===== src/rtl/txn_rr_arbiter.sv =====
// -----------------------------------------------------------------------------
// txn_rr_arbiter
//
// Round-robin arbiter sharing one downstream valid/ready/last transaction
// channel between NUM_REQ upstream requesters. A grant covers a whole
// multi-beat transaction; if the granted requester holds req_lock on its
// final beat, the grant also carries over into its next transaction
// (sequencer lock/grab behaviour).
//
// Ports
//   clk        : system clock, all logic on the rising edge
//   rst        : asynchronous, active-high reset
//   req_valid  : per-requester beat valid            [NUM_REQ]
//   req_data   : per-requester payload, requester i at [i*DATA_WIDTH +: DATA_WIDTH]
//   req_last   : per-requester final-beat marker     [NUM_REQ]
//   req_lock   : keep the grant after this transaction (sampled on last beat)
//   req_ready  : per-requester beat accept           [NUM_REQ]
//   out_valid  : downstream beat valid
//   out_data   : downstream payload
//   out_last   : downstream final-beat marker
//   out_src    : index of the granted requester
//   out_ready  : downstream beat accept
//   busy       : high while a grant is held
//   txn_count  : completed-transaction counter, wraps
// -----------------------------------------------------------------------------
module txn_rr_arbiter #(
  parameter int NUM_REQ    = 4,
  parameter int DATA_WIDTH = 32,
  parameter int SRC_WIDTH  = $clog2(NUM_REQ),
  parameter int CNT_WIDTH  = 16
) (
  input  logic                          clk,
  input  logic                          rst,
  input  logic [NUM_REQ-1:0]            req_valid,
  input  logic [NUM_REQ*DATA_WIDTH-1:0] req_data,
  input  logic [NUM_REQ-1:0]            req_last,
  input  logic [NUM_REQ-1:0]            req_lock,
  output logic [NUM_REQ-1:0]            req_ready,
  output logic                          out_valid,
  output logic [DATA_WIDTH-1:0]         out_data,
  output logic                          out_last,
  output logic [SRC_WIDTH-1:0]          out_src,
  input  logic                          out_ready,
  output logic                          busy,
  output logic [CNT_WIDTH-1:0]          txn_count
);

  typedef enum logic {
    IDLE  = 1'b0,
    GRANT = 1'b1
  } state_t;

  state_t               state, state_nxt;
  logic [SRC_WIDTH-1:0] grant_idx, grant_idx_nxt;
  logic [SRC_WIDTH-1:0] ptr, ptr_nxt;
  logic [SRC_WIDTH-1:0] sel_idx;
  logic                 sel_found;
  logic                 last_xfer;
  logic [CNT_WIDTH-1:0] cnt;

  // Increment modulo NUM_REQ; NUM_REQ need not be a power of two, so the
  // natural wrap of the index width cannot be relied on.
  function automatic logic [SRC_WIDTH-1:0] wrap_inc(input logic [SRC_WIDTH-1:0] idx);
    if (int'(idx) == NUM_REQ - 1) return '0;
    else                          return idx + 1'b1;
  endfunction

  // ---------------------------------------------------------------------------
  // Rotating priority search: first asserted req_valid starting at ptr.
  // ---------------------------------------------------------------------------
  always_comb begin
    logic [SRC_WIDTH-1:0] scan;
    // NOTE: every variable driven here gets a default first; a path that
    // leaves one unassigned would infer a latch.
    sel_idx   = '0;
    sel_found = 1'b0;
    scan      = ptr;
    for (int k = 0; k < NUM_REQ; k++) begin
      if (!sel_found && req_valid[scan]) begin
        sel_idx   = scan;
        sel_found = 1'b1;
      end
      scan = wrap_inc(scan);
    end
  end

  // ---------------------------------------------------------------------------
  // Channel pass-through. Only the granted requester is connected; everything
  // reads zero while idle so downstream never sees stale data.
  // ---------------------------------------------------------------------------
  always_comb begin
    req_ready = '0;
    out_valid = 1'b0;
    out_data  = '0;
    out_last  = 1'b0;
    out_src   = '0;
    busy      = 1'b0;
    if (state == GRANT) begin
      out_valid            = req_valid[grant_idx];
      out_data             = req_data[int'(grant_idx)*DATA_WIDTH +: DATA_WIDTH];
      out_last             = req_last[grant_idx];
      out_src              = grant_idx;
      busy                 = 1'b1;
      req_ready[grant_idx] = out_ready;
    end
  end

  // A transaction completes on the handshake of its last beat. A stalled
  // channel (out_ready=0) never qualifies, so nothing advances during a stall.
  assign last_xfer = (state == GRANT) && out_valid && out_ready && out_last;

  // ---------------------------------------------------------------------------
  // Next-state logic.
  // ---------------------------------------------------------------------------
  always_comb begin
    state_nxt     = state;
    grant_idx_nxt = grant_idx;
    ptr_nxt       = ptr;
    unique case (state)
      IDLE: begin
        if (sel_found) begin
          grant_idx_nxt = sel_idx;
          state_nxt     = GRANT;
        end
      end
      GRANT: begin
        // Lock is only meaningful on the completing beat; a locked requester
        // keeps the channel with no bubble and the pointer stays put.
        if (last_xfer && !req_lock[grant_idx]) begin
          ptr_nxt   = wrap_inc(grant_idx);
          state_nxt = IDLE;
        end
      end
      default: state_nxt = IDLE;
    endcase
  end

  // ---------------------------------------------------------------------------
  // State registers.
  // ---------------------------------------------------------------------------
  always_ff @(posedge clk or posedge rst) begin
    if (rst) begin
      state     <= IDLE;
      grant_idx <= '0;
      ptr       <= '0;
      cnt       <= '0;
    end else begin
      // NOTE: sequential state uses non-blocking assignments so every register
      // samples pre-edge values regardless of statement order.
      state     <= state_nxt;
      grant_idx <= grant_idx_nxt;
      ptr       <= ptr_nxt;
      if (last_xfer) cnt <= cnt + 1'b1;
    end
  end

  assign txn_count = cnt;

endmodule


===== config.mk =====
export PLATFORM = sky130hd
export DESIGN_NAME = txn_rr_arbiter
export DESIGN_NICKNAME = d
export VERILOG_FILES = /design/src/rtl/txn_rr_arbiter.sv
export SDC_FILE = /design/constraint.sdc
export NUM_CORES = 1
export LEC_CHECK = 0
export CAP_MARGIN = 20
export CORE_MARGIN = 2
export CORE_UTILIZATION = 30
export DETAILED_ROUTE_END_ITERATION = 7
export PLACE_DENSITY = 0.76
export SLEW_MARGIN = 15
export SYNTH_ARGS = -nofsm -noshare
export SYNTH_HDL_FRONTEND = slang
export SYNTH_SLANG_ARGS = --single-unit

===== constraint.sdc =====
create_clock -name clk -period 6.6 [get_ports clk]
set_clock_uncertainty 0.1 [all_clocks]
set_input_delay 0.99 -clock clk [delete_from_list [all_inputs] [get_ports clk]]
set_output_delay 0.99 -clock clk [all_outputs]
set_load 0.01 [all_outputs]

==> results by group <==
Status
  • Status: complete, no violations

Synth
  • Async set-reset flop share out of synthesis: 1.000
  • Sequential area share after synthesis: 0.2221
  • Mapped Nets: 364
  • Distinct cells, synth: 39
  • Yosys top cell area share: 0.3427
  • Syn_area_per_cell: ~11 um^2
  • Syn. warnings: 0
  • Top post-synthesis cells by area: mux4_2 (34%), dfrtp_1 (22%), and2_1 (9.5%), xnor2_1 (4.1%), ha_1 (3.2%)
  • Main synth FF type: dfrtp_1
  • Netlist Area Pre-Place: around 2400 um^2
  • Post-Synthesis Cells: approximately 220
  • Post-synth EDFFs: 0
  • Yosys reg bits: 21
  • Cell taking the most area after synthesis: mux4_2

Critical path
  • CP peak stage delay: roughly 0.57 ns
  • Worst Setup EP: out_valid
  • Levels on crit path: 4
  • Crit path launch type: primary input
  • Critical path fanouts, max: 10
  • Critical Path RT: approximately 5.5 ns
  • CP max stage cell: clkdlybuf4s50_1
  • Crit path kind: in2out
  • Worst r2r dst: ptr[1]
  • Buf/Inv on CP: 2
  • Delay-heaviest family, CP: buffers and inverters
  • R2R depth: 5
  • Worst R2R Setup Slack: around 4.1 ns
  • Most Frequent Cell on Critical Path: clkdlybuf4s50_1
  • Crit. End Element: primary output
  • Setup crit start: req_valid[2]
  • CP Cell Sequence: clkdlybuf4s50_1 > mux4_2 > and2_1 > clkdlybuf4s50_1
  • R2R Path Start: grant_idx[0]
  • Arrival time worst endpoint: around 2.8 ns

Placed design
  • Port Buffers: between 150 and 200
  • Post-DP HPWL: about 7300 um
  • Routability cong.: 0.8192

STA
  • Slew HR: 0.3987
  • Final Cycle Share: 0.5880
  • Final setup viols: 0
  • Setup TNS Final: 0 ns
  • Unrepaired setup endpoints after global routing: no
  • Max Transition Viols Final: 0
  • Tmin final: around 3.9 ns
  • Fmax achieved: approximately 0.26 GHz
  • Slew at the pin closest to its max-slew limit: 0.9020 ns
  • Hold Violations, Final: 0

CTS
  • Root Buffer: clkbuf_8
  • CTS H-Tree Depth: 1
  • CTS Buf Count: 3
  • CTS tree: yes
  • Hold-fix buffers, CTS: 0
  • Post-cts gate resize count: 0
  • Clock transition at path regs: 0.07 ns
  • Worst-skew pair later-pin latency: about 0.25 ns
  • Postcts setup bufs: 0
  • CTS sink count: 21
  • Longest Clk Path Bufs: 2

Floorplan
  • Die area: 8613 um^2
  • Die Y: a little over 90 um
  • Ports: 200
  • Core ar.: 7687 um^2
  • FP Rows: 32
  • Initial Util: 0.3078
  • DIE WIDTH: slightly above 90 um

Cells and area
  • Area taken by multi-input logic gates: roughly 1700 um^2
  • Most frequent cells in the layout: clkdlybuf4s50_1 (199), mux4_2 (36), and2_1 (36), dfrtp_1 (19), xnor2_1 (11)
  • Layout cells sized above 1: 0.1294
  • Fillers: about 680
  • ANT cells: 0
  • Commonest non-fill, non-tap cell in the layout: clkdlybuf4s50_1
  • Fin util: 0.5819
  • Register area: between 500 and 600 um^2
  • Layout Nets: 552
  • Synthesis-to-layout area growth: 89.05%

Global routing
  • Largest net degree at the start of global routing: 42
  • Gr usage total: 0.1943
  • Residual overflow from global routing: 0
  • First-pass GRT wire length: between 10,000 and 15,000 um
  • Vias in the first global route: 2,594
  • Antenna violations before repair: 0

Routing
  • Routed length per instance: 17.26 um
  • Routed Antenna Nets: 0
  • DRC: 0
  • Drt total wl: a little under 9000 um
  • Drt via density: a little under 5
  • Initial DRC count: 54
  • First-pass DRT Iterations: 4
  • Via count: 2,475

Flow run
  • Max cap viols: 0

Pwr
  • Peak supply drop: 0.1892 mV
  • Static leakage: roughly 1.7 nW
  • PD cells: 320.1 nW/um^2

Worst hold path
  • HP Class: reg2reg
state kept, by name (all words and copies together) (netlist names):
signal and cells:
ptr 2, state 1, grant_idx 2, txn_count 16
layer usage:
layer  global-route usage  wire (um)  part of all wire
met3              0.08218        912              0.10
met1               0.2060       2921              0.34
met5                    0          0                 0
met2               0.3653       4781              0.55
met4              0.02574         86            0.0099
how the worst min path moves through the flow:
stage	from	endpoint	slack, ns	depth (start not counted)
floorplan	txn_count[15]	txn_count[15]	0.41	1
global placement	txn_count[15]	txn_count[15]	0.36	1
finish	txn_count[15]	txn_count[15]	0.37	1
detailed placement	txn_count[15]	txn_count[15]	0.37	1
CTS	txn_count[15]	txn_count[15]	0.37	1
global route	txn_count[15]	txn_count[15]	0.40	1
cells in the mapped netlist (4+ instances only):
| cell | n |
|---|---|
| ha_1 | 6 |
| xnor2_1 | 11 |
| clkbuf_1 | 11 |
| nor3_1 | 4 |
| nand2_1 | 10 |
| xor2_1 | 4 |
| mux2_2 | 4 |
| buf_2 | 6 |
| and3_1 | 4 |
| nor2_1 | 9 |
| dfrtp_1 | 21 |
| and2_1 | 36 |
| mux4_2 | 36 |
| nand3_1 | 6 |
| inv_1 | 10 |
layout make-up:
class / instances / share of cell area
multi-input combinational: 166 / 0.3863
sequential: 21 / 0.1180
clock buffer: 4 / 0.01007
inverter: 10 / 0.008392
timing repair buffer: 201 / 0.4487
tap: 102 / 0.02853
metrics by stage:
step	area, um^2	hold WS [ns]	total power [mW]	instances	setup WS (ns)
5_1_grt	4473	0.3983	1.541	504	2.667
6_report	4473	0.3694	1.432	504	2.720
3_3_place_gp	4428	0.3612	1.357	500	2.763
3_5_place_dp	4428	0.3650	1.363	500	2.719
4_1_cts	4473	0.3748	1.453	504	2.707
2_1_floorplan	2366	0.4067	0.8613	215	3.656
kinds of logic (layout without fill, tap and decap cells):
logic type                 Yosys count  in the layout  synth area share
and+or+nand+nor                     85             85            0.2142
muxes                               44             44            0.3807
buffers and inverters               28            215           0.04759
DFF                                 21             21            0.2221
AOI/OAI and AO/OA                   16             16           0.04813
xor gates and xnor gates            15             15           0.05552
adders and majority gates            6              6           0.03173
power breakdown:
part	internal (mW)	switching, mW
Sequential	0.157	0.0871
Combinational	0.687	0.418
Clock	0.0429	0.0383
Power figures use the tool's default switching activity.
